--- src/rtl/sar_search.sv ---
// Successive-approximation search: drives candidates to an external comparator
// and binary-searches 0..2^WIDTH-1 for the comparator's b operand.
module sar_search #(
  parameter int WIDTH  = 5,
  parameter int SETTLE = 1
) (
  input  logic             clk,
  input  logic             rst_n,
  input  logic             start,
  output logic [WIDTH-1:0] cmp_a,
  input  logic [1:0]       cmp_r,
  output logic             busy,
  output logic             done,
  output logic             found,
  output logic             err,
  output logic [WIDTH-1:0] result,
  output logic [2:0]       steps
);

  localparam logic [1:0] IDLE = 2'd0;
  localparam logic [1:0] CMP  = 2'd1;
  localparam logic [1:0] DONE = 2'd2;

  localparam logic [WIDTH-1:0] MAX_VAL     = {WIDTH{1'b1}};
  localparam logic [WIDTH-1:0] ZERO_VAL    = {WIDTH{1'b0}};
  localparam logic [WIDTH-1:0] ONE_VAL     = {{(WIDTH-1){1'b0}}, 1'b1};
  localparam logic [WIDTH-1:0] FIRST_MID   = {1'b0, {(WIDTH-1){1'b1}}};
  localparam logic [2:0]       SETTLE_LAST = 3'(SETTLE - 1);

  logic [1:0]       state_q,  state_d;
  logic [WIDTH-1:0] lo_q,     lo_d;
  logic [WIDTH-1:0] hi_q,     hi_d;
  logic [WIDTH-1:0] cmp_a_q,  cmp_a_d;
  logic [2:0]       cnt_q,    cnt_d;
  logic             busy_q,   busy_d;
  logic             done_q,   done_d;
  logic             found_q,  found_d;
  logic             err_q,    err_d;
  logic [WIDTH-1:0] result_q, result_d;
  logic [2:0]       steps_q,  steps_d;
  logic [WIDTH:0]   sum;

  always_comb begin
    state_d  = state_q;
    lo_d     = lo_q;
    hi_d     = hi_q;
    cmp_a_d  = cmp_a_q;
    cnt_d    = cnt_q;
    done_d   = 1'b0;
    found_d  = found_q;
    err_d    = err_q;
    result_d = result_q;
    steps_d  = steps_q;
    sum      = '0;

    case (state_q)
      IDLE: begin
        if (start) begin
          lo_d     = ZERO_VAL;
          hi_d     = MAX_VAL;
          cmp_a_d  = FIRST_MID;
          cnt_d    = 3'd0;
          found_d  = 1'b0;
          err_d    = 1'b0;
          result_d = ZERO_VAL;
          steps_d  = 3'd0;
          state_d  = CMP;
        end
      end
      CMP: begin
        if (cnt_q != SETTLE_LAST) begin
          cnt_d = cnt_q + 3'd1;
        end else begin
          cnt_d = 3'd0;
          if (steps_q != 3'd7) steps_d = steps_q + 3'd1;
          case (cmp_r)
            2'b00: begin
              result_d = cmp_a_q;
              found_d  = 1'b1;
              state_d  = DONE;
            end
            2'b01: begin
              // Candidate at the top of the range with a < b: nothing left above.
              if (cmp_a_q == MAX_VAL) state_d = DONE;
              else                    lo_d    = cmp_a_q + ONE_VAL;
            end
            2'b10: begin
              if (cmp_a_q == ZERO_VAL) state_d = DONE;
              else                     hi_d    = cmp_a_q - ONE_VAL;
            end
            default: begin
              err_d   = 1'b1;
              found_d = 1'b0;
              state_d = DONE;
            end
          endcase
          if (state_d == CMP) begin
            // Extra bit on the sum keeps lo+hi from wrapping.
            sum = {1'b0, lo_d} + {1'b0, hi_d};
            if (lo_d > hi_d) state_d = DONE;
            else             cmp_a_d = sum[WIDTH:1];
          end
        end
      end
      DONE: begin
        done_d  = 1'b1;
        state_d = IDLE;
      end
      default: state_d = IDLE;
    endcase

    busy_d = (state_d == CMP);
  end

  always_ff @(posedge clk or negedge rst_n) begin
    if (!rst_n) begin
      state_q  <= IDLE;
      lo_q     <= '0;
      hi_q     <= '0;
      cmp_a_q  <= '0;
      cnt_q    <= '0;
      busy_q   <= 1'b0;
      done_q   <= 1'b0;
      found_q  <= 1'b0;
      err_q    <= 1'b0;
      result_q <= '0;
      steps_q  <= '0;
    end else begin
      state_q  <= state_d;
      lo_q     <= lo_d;
      hi_q     <= hi_d;
      cmp_a_q  <= cmp_a_d;
      cnt_q    <= cnt_d;
      busy_q   <= busy_d;
      done_q   <= done_d;
      found_q  <= found_d;
      err_q    <= err_d;
      result_q <= result_d;
      steps_q  <= steps_d;
    end
  end

  assign cmp_a  = cmp_a_q;
  assign busy   = busy_q;
  assign done   = done_q;
  assign found  = found_q;
  assign err    = err_q;
  assign result = result_q;
  assign steps  = steps_q;

endmodule

--- config.mk ---
export PLATFORM = sky130hd
export DESIGN_NAME = sar_search
export DESIGN_NICKNAME = d
export VERILOG_FILES = /design/src/rtl/sar_search.sv
export SDC_FILE = /design/constraint.sdc
export NUM_CORES = 1
export LEC_CHECK = 0
export ABC_CLOCK_PERIOD_IN_PS = 4100
export BUFFER_PORTS_ARGS = -buffer_cell sky130_fd_sc_hd__buf_4
export CORE_ASPECT_RATIO = 0.75
export CORE_MARGIN = 2
export CORE_UTILIZATION = 30
export CTS_BUF_LIST = sky130_fd_sc_hd__clkbuf_4
export DETAILED_ROUTE_END_ITERATION = 6
export HOLD_SLACK_MARGIN = 0.03
export PLACE_DENSITY_LB_ADDON = 0.25
export SETUP_SLACK_MARGIN = 0.05
export SYNTH_ARGS = -nofsm -noshare
export SYNTH_HDL_FRONTEND = slang
export SYNTH_SLANG_ARGS = --single-unit
--- constraint.sdc ---
create_clock -name clk -period 4.1 [get_ports clk]
set_input_delay 0.615 -clock clk [delete_from_list [all_inputs] [get_ports clk]]
set_output_delay 0.615 -clock clk [all_outputs]
set_load 0.05 [all_outputs]
==> results by group, run 1 <==
Final layout
  – ANT cells: 0
  – Layout cells sized above 1: 0.173
  – Most frequent cells in the layout: sky130_fd_sc_hd__dfrtp_1, sky130_fd_sc_hd__nor2_1, sky130_fd_sc_hd__buf_4, sky130_fd_sc_hd__inv_1
  – Post-layout net count: 286
  – Post-route standard cell area excluding fillers: 2430 um^2
  – Most common cell after layout, fill and taps aside: sky130_fd_sc_hd__dfrtp_1
  – Area growth syn-to-layout: 15.0%
  – Non-filler cells in the finished layout: 344
  – Core utilization of the finished layout: 0.356

Die
  – Cell Rows: 26
  – Area enclosed by the die boundary: 7740 um^2
  – I/O pin total: 22
  – Height of the die: 76.7 um
  – Area of the core: 6830 um^2
  – Starting utilization of the core area: 0.309
  – Chip width: 101 um

Clock network
  – Number of buffers added by the clock tree synthesis step: 5
  – Library cell used as clock root buffer: sky130_fd_sc_hd__clkbuf_4
  – Total of cells resized after clock tree synthesis: 0
  – Hold-fix buffers at CTS: 0
  – Clock slew seen by the registers of the worst setup and hold paths: 110 ps
  – Worst skew pair latency: 340 ps
  – CTS tree: done
  – Clock Tree Buf Depth: 2
  – Sink count of the clock tree: 32
  – Post-CTS setup buffer count: 0
  – H-tree Lvls: 2

Detailed routing
  – Number of routed nets with antenna violations: 0
  – DRT iter0 DRCs: 133
  – Router iterations before antenna repair: 4
  – Via count normalized by instance count: 4.97
  – Routed WL: 5.08 mm
  – DRC violation count after routing: 0
  – Routed via count: 1709
  – Detailed-route wire length per cell: 14.8 um

STA
  – Final number of hold-violating endpoints: 0
  – Maximum clock skew at final layout: 10.2 ps
  – Final setup vio count: 0
  – Slew at the pin closest to its max-slew limit: 794 ps
  – Share of the cycle needed by the critical path after routing: 0.919
  – Period minus WS final: 3770 ps
  – Worst setup margin: 330 ps
  – RSZ-0062 raised after global routing: false
  – Max Transition Viols Final: 0
  – Relative max-transition margin: 0.469
  – Max frequency: 265 MHz
  – Final sum of negative setup slack: 0 ps

Power
  – Static leakage: 1.17 nW
  – Worst voltage drop across the vdd grid: 0.184 mV
  – Power density of the placed cells: 638 nW/um^2

Critical path
  – Worst path max stage delay: 610 ps
  – CP Launch Type: flip-flop
  – Maximum fanout along the worst path: 9
  – Combined buffer and inverter count along the critical path: 4
  – Nature of the critical path endpoint: flip-flop
  – Cell with the biggest individual delay on the critical path: sky130_fd_sc_hd__or4b_2
  – Arrival @ worst endpoint: 4040 ps
  – Cell occurring most often along the worst timing path: sky130_fd_sc_hd__inv_1
  – Crit-path cells: inv_1 > ha_1 > or4b_2 > nand2_1 > nor2_1 > a21oi_1 > inv_1 > ha_1 > inv_1 > a21oi_1 > nor2_1 > a211o_2 > a2111oi_4 > buf_4 > mux2i_1
  – Worst path required time: 4370 ps
  – Type of the setup path with the least slack: flip-flop to flip-flop
  – Critical path's top delay family: compound AO/OA/AOI/OAI gates

Synth
  – Async SR Flop Fraction: 1.00
  – Synthesized area per cell: 9.03 um^2
  – Primary flip-flop cell chosen by synthesis mapping: sky130_fd_sc_hd__dfrtp_1
  – Top cell type's share of synthesized area: 0.379
  – Sequential share of the synthesized area: 0.379
  – Post-synthesis instance total: 234
  – Count of unique library cells instantiated by Yosys: 41
  – Post-synth net total: 261
  – Post-synth top area cell: sky130_fd_sc_hd__dfrtp_1
  – Post-synthesis sequential element count: 32
  – Count of flip-flops with a built-in enable after synthesis: 0
  – Count of synthesis-stage warnings from yosys: 0
  – Area contributors post-synth: sky130_fd_sc_hd__dfrtp_1, sky130_fd_sc_hd__ha_1, sky130_fd_sc_hd__nor2_1
  – Synth Cell Area: 2110 um^2

Global routing
  – First-pass GRT wire length: 8.71 mm
  – Pin count of the biggest net entering global routing: 33
  – Number of global-route vias before repair: 1662
  – Gr ovfl total: 0
  – Total track usage: 0.145
  – Antenna violations before repair: 0

Status
  – Result of the run: complete, no violations

Placed design
  – Inst Count DP: 335
  – HPWL after detailed placement: 3.76 mm
  – Minimum setup slack after placement: 294 ps
  – Post-detailed-placement cell area: 2370 um^2
  – Routability congestion estimate from global placement: 0.802
  – Input/output buffers: 21

Job
  – Number of maximum-capacitance constraint violations: 0

Min path
  – Hold Crit Class: primary input to asynchronous set/reset pin
[cell families after synthesis]
| family | count (synthesis) | share of synthesized area |
|---|---|---|
| adders and majority gates | 22 | 0.134 |
| DFF | 32 | 0.379 |
| buffers and inverters | 31 | 0.0592 |
| AOI/OAI and AO/OA | 57 | 0.186 |
| xor gates and xnor gates | 8 | 0.0332 |
| muxes | 9 | 0.0438 |
| and+or+nand+nor | 75 | 0.165 |
[power breakdown]
group          total, mW  internal (mW)  switching [mW]
Combinational      0.857          0.292           0.565
Sequential         0.515          0.413           0.102
Clock              0.178         0.0629           0.115
[registers in the layout, indices dropped and copies added (netlist names)]
name	flops
found	1
state_q	2
lo_q	5
steps	3
cnt_q	3
done	1
result	5
err	1
busy	1
hi_q	5
cmp_a	5
[worst paths after layout]
check / start / endpoint / slack, ps / depth (start not counted)
max: cmp_a[0]$_DFFE_PN0P_ / cmp_a[2]$_DFFE_PN0P_ / 330 / 15
min: rst_n / hi_q[1]$_DFFE_PN0P_ / 200 / 1
max reg2reg: cmp_a[0]$_DFFE_PN0P_ / cmp_a[2]$_DFFE_PN0P_ / 330 / 15
min reg2reg: lo_q[0]$_DFFE_PN0P_ / lo_q[0]$_DFFE_PN0P_ / 510 / 2
max in group asynchronous: rst_n / lo_q[3]$_DFFE_PN0P_ / 3590 / 1
min in group clk: lo_q[0]$_DFFE_PN0P_ / lo_q[0]$_DFFE_PN0P_ / 510 / 2
[synthesized netlist by cell type, drive strengths merged (2+ instances only)]
cell type,count
xor2,4
nand3,2
o21ai,15
nor2,31
mux2,2
o22ai,5
nand2b,4
a211oi,2
nand2,21
ha,21
a22o,10
nor2b,4
xnor2,4
buf,3
clkbuf,6
mux2i,7
nor3,4
inv,22
a21oi,16
dfrtp,32
a21o,2
[routing by layer]
| layer | vias to the layer above | GRT usage | part of all wire |
|---|---|---|---|
| li1 | 849 | - | - |
| met1 | 818 | 0.214 | 0.52 |
| met2 | 37 | 0.205 | 0.42 |
| met3 | 5 | 0.0438 | 0.057 |
| met4 | 0 | 0.0378 | 0.0087 |
| met5 | - | 0 | 0 |
[final cells by class]
cell class | instances | area, um^2
fillers | 713 | 4400
clock buffers | 5 | 37.5
inverters | 22 | 82.6
repair buffers | 27 | 203
multi-input cells | 171 | 1190
flip-flops and latches | 32 | 801
well taps | 84 | 105
clock inverters | 3 | 13.8
[stage by stage]
step                      power [mW]  hold WS, ps
after floorplan                 1.13          319
after global placement          1.38          483
after detailed placement        1.38          483
after CTS                       1.56          209
after global routing            1.68          217
final                           1.55          204
No activity file was read; power rests on OpenSTA's default activity.
==> run 2, diff against run 1 <==
- ABC_AREA: default -> 1
==> results by group, run 2 <==
STA
  – Max Transition Viols Final: 0
  – Final number of hold-violating endpoints: 0
  – Final sum of negative setup slack: 0 ps
  – Relative max-transition margin: 0.619
  – RSZ-0062 raised after global routing: false
  – Max frequency: 303 MHz
  – Slew at the pin closest to its max-slew limit: 566 ps
  – Period minus WS final: 3300 ps
  – Final setup vio count: 0
  – Worst-case hold slack: 185 ps
  – Share of the cycle needed by the critical path after routing: 0.804
  – Maximum clock skew at final layout: 19.6 ps

Final layout
  – Layout cells sized above 1: 0.188
  – Area growth syn-to-layout: 16.4%
  – Post-layout net count: 314
  – Most common cell after layout, fill and taps aside: sky130_fd_sc_hd__inv_1
  – Most frequent cells in the layout: sky130_fd_sc_hd__inv_1, sky130_fd_sc_hd__nand2_1, sky130_fd_sc_hd__dfrtp_1, sky130_fd_sc_hd__ha_1, sky130_fd_sc_hd__buf_4
  – Filler cell count: 726
  – Core utilization of the finished layout: 0.362
  – ANT cells: 0

Critical path
  – Crit-path cells: ha_1 > nand2_1 > nor2_1 > ha_1 > nor2_2 > inv_2 > o21ai_0 > inv_1 > ha_1 > fa_1 > inv_1 > o21bai_1 > a21oi_1 > o21ai_0 > a21o_1 > nand4_1 > nand2_1
  – Arrival @ worst endpoint: 3540 ps
  – Critical path's top delay family: adder cells
  – Depth of the worst register-to-register path: 17
  – Maximum fanout along the worst path: 8
  – Type of the setup path with the least slack: flip-flop to flip-flop
  – Nature of the critical path endpoint: flip-flop
  – Critical path depth: 17
  – Worst path max stage delay: 470 ps
  – CP Launch Type: flip-flop
  – Worst path required time: 4340 ps
  – Cell occurring most often along the worst timing path: sky130_fd_sc_hd__ha_1
  – Cell with the biggest individual delay on the critical path: sky130_fd_sc_hd__dfrtp_1
  – Combined buffer and inverter count along the critical path: 3

Power
  – Cell Int Power: 910 uW
  – Power dissipated by switching net loads: 988 uW
  – Fraction of power spent switching nets: 0.521
  – Clock power share: 0.133
  – Worst voltage drop across the vdd grid: 0.310 mV
  – Static leakage: 1.28 nW
  – Gate power share: 0.591
  – Power density of the placed cells: 763 nW/um^2
  – Part of the total power dissipated in sequential elements: 0.276

Clock network
  – Worst skew pair latency: 350 ps
  – Clock Tree Buf Depth: 2
  – Sink count of the clock tree: 32
  – Number of buffers added by the clock tree synthesis step: 5
  – Library cell used as clock root buffer: sky130_fd_sc_hd__clkbuf_4
  – Total of cells resized after clock tree synthesis: 0
  – Post-CTS setup buffer count: 0
  – Hold-fix buffers at CTS: 0
  – Clock slew seen by the registers of the worst setup and hold paths: 130 ps
  – CTS tree: done
  – H-tree Lvls: 2

Synth
  – Most frequently used cell type in the post-synthesis netlist: sky130_fd_sc_hd__inv_1
  – Synth Cell Area: 2140 um^2
  – Count of flip-flops with a built-in enable after synthesis: 0
  – Post-synthesis instance total: 261
  – Top cell type's share of synthesized area: 0.375
  – Synthesized area per cell: 8.19 um^2
  – Sequential share of the synthesized area: 0.375
  – Primary flip-flop cell chosen by synthesis mapping: sky130_fd_sc_hd__dfrtp_1
  – Count of unique library cells instantiated by Yosys: 39
  – Count of synthesis-stage warnings from yosys: 0
  – Post-synth top area cell: sky130_fd_sc_hd__dfrtp_1
  – Most frequent cells after synthesis: sky130_fd_sc_hd__inv_1, sky130_fd_sc_hd__nand2_1, sky130_fd_sc_hd__dfrtp_1
  – Post-synth net total: 288
  – Post-synthesis sequential element count: 32
  – Area contributors post-synth: sky130_fd_sc_hd__dfrtp_1, sky130_fd_sc_hd__ha_1, sky130_fd_sc_hd__inv_1
  – Async SR Flop Fraction: 1.00

Detailed routing
  – Detailed-route wire length per cell: 13.2 um
  – Router iterations before antenna repair: 4
  – DRT iter0 DRCs: 62
  – DRC violation count after routing: 0
  – Routed WL: 5.08 mm
  – Routed via count: 1781
  – Via count normalized by instance count: 4.61
  – Number of routed nets with antenna violations: 0

Placed design
  – Input/output buffers: 21
  – Routability congestion estimate from global placement: 0.832
  – HPWL after detailed placement: 3.99 mm

Die
  – Area of the core: 6860 um^2
  – Area enclosed by the die boundary: 7820 um^2
  – Height of the die: 77.1 um
  – I/O pin total: 22
  – Cell Rows: 26
  – Starting utilization of the core area: 0.311
  – Chip width: 101 um

Status
  – Result of the run: complete, no violations

Global routing
  – Gr ovfl total: 0
  – First-pass GRT wire length: 8.71 mm
  – Number of global-route vias before repair: 1791
  – Total track usage: 0.142
  – Pin count of the biggest net entering global routing: 33
  – Antenna violations before repair: 0

Job
  – Number of maximum-capacitance constraint violations: 0

Min path
  – Hold Crit Class: primary input to asynchronous set/reset pin
## run 2: cell types whose count changed in the layout (fill, tap and decap cells not counted), moves of 9 or more
cell,delta
sky130_fd_sc_hd__a22o_1,-9
sky130_fd_sc_hd__nand3_1,+9
sky130_fd_sc_hd__inv_1,+33
sky130_fd_sc_hd__nor2_1,-19
sky130_fd_sc_hd__nand2_1,+21
sky130_fd_sc_hd__a21oi_1,-9
## run 2: per-layer routing
metal,global-route usage,up-vias,wire (um)
li1,-,889,-
met2,0.192,36,2050
met5,0,-,0
met3,0.0319,7,227
met4,0.0432,0,68
met1,0.220,849,2730
## run 2: worst reg2reg max path: stages, from the launching register on
cell	delay (ps)
sky130_fd_sc_hd__dfrtp_1	470
sky130_fd_sc_hd__ha_1	240
sky130_fd_sc_hd__nand2_1	80
sky130_fd_sc_hd__nor2_1	50
sky130_fd_sc_hd__ha_1	210
sky130_fd_sc_hd__nor2_2	210
sky130_fd_sc_hd__inv_2	110
sky130_fd_sc_hd__o21ai_0	380
sky130_fd_sc_hd__inv_1	90
sky130_fd_sc_hd__ha_1	250
sky130_fd_sc_hd__fa_1	380
sky130_fd_sc_hd__inv_1	90
sky130_fd_sc_hd__o21bai_1	70
sky130_fd_sc_hd__a21oi_1	160
sky130_fd_sc_hd__o21ai_0	100
sky130_fd_sc_hd__a21o_1	170
sky130_fd_sc_hd__nand4_1	80
sky130_fd_sc_hd__nand2_1	60
## run 2: per-stage QoR
step / area (um^2) / total power [mW] / std cells / worst slack, ps
finish: 2490 / 1.90 / 386 / 803
global route: 2490 / 2.06 / 386 / 508
CTS: 2490 / 1.91 / 386 / 846
detailed placement: 2410 / 1.65 / 378 / 884
global placement: 2410 / 1.65 / 378 / 862
floorplan: 2140 / 1.34 / 261 / 982
## run 2: logic make-up (layout without fill, tap and decap cells)
kind of cell    after synthesis  after routing  synth area share
compound gates               49             49             0.142
simple gates                 93             93             0.225
buf+inv                      61             88             0.108
xor+xnor                      3              3            0.0123
mux                           1              1           0.00468
fa+ha+maj                    22             22             0.132
flops                        32             32             0.375
## run 2: final timing paths
path                                            from              endpoint  slack, ps
worst max register to register  cmp_a[0]$_DFFE_PN0P_  cmp_a[3]$_DFFE_PN0P_        800
worst min-delay path                           rst_n       err$_DFFE_PN0P_        190
worst max-delay path            cmp_a[0]$_DFFE_PN0P_  cmp_a[3]$_DFFE_PN0P_        800
min in group clk                 lo_q[1]$_DFFE_PN0P_   lo_q[1]$_DFFE_PN0P_        510
worst min register to register   lo_q[1]$_DFFE_PN0P_   lo_q[1]$_DFFE_PN0P_        510
max in group asynchronous                      rst_n  cmp_a[0]$_DFFE_PN0P_       3600
## run 2: power by group through the flow
stage / clock [mW] / sequential, mW / combinational (mW)
2_1_floorplan: 0 / 0.689 / 0.651
3_3_place_gp: 0 / 0.531 / 1.12
3_5_place_dp: 0 / 0.532 / 1.12
4_1_cts: 0.258 / 0.525 / 1.12
5_1_grt: 0.275 / 0.539 / 1.25
6_report: 0.252 / 0.524 / 1.12
## run 2: cell type report
cell class,count,area (um^2),share of cell area
clock buffer,5,37.5,0.0151
clock inverter,3,42.5,0.0171
inverter,59,221,0.0890
multi-input combinational,168,1100,0.444
sequential,32,801,0.322
tap,98,123,0.0493
timing repair buffer,21,158,0.0634
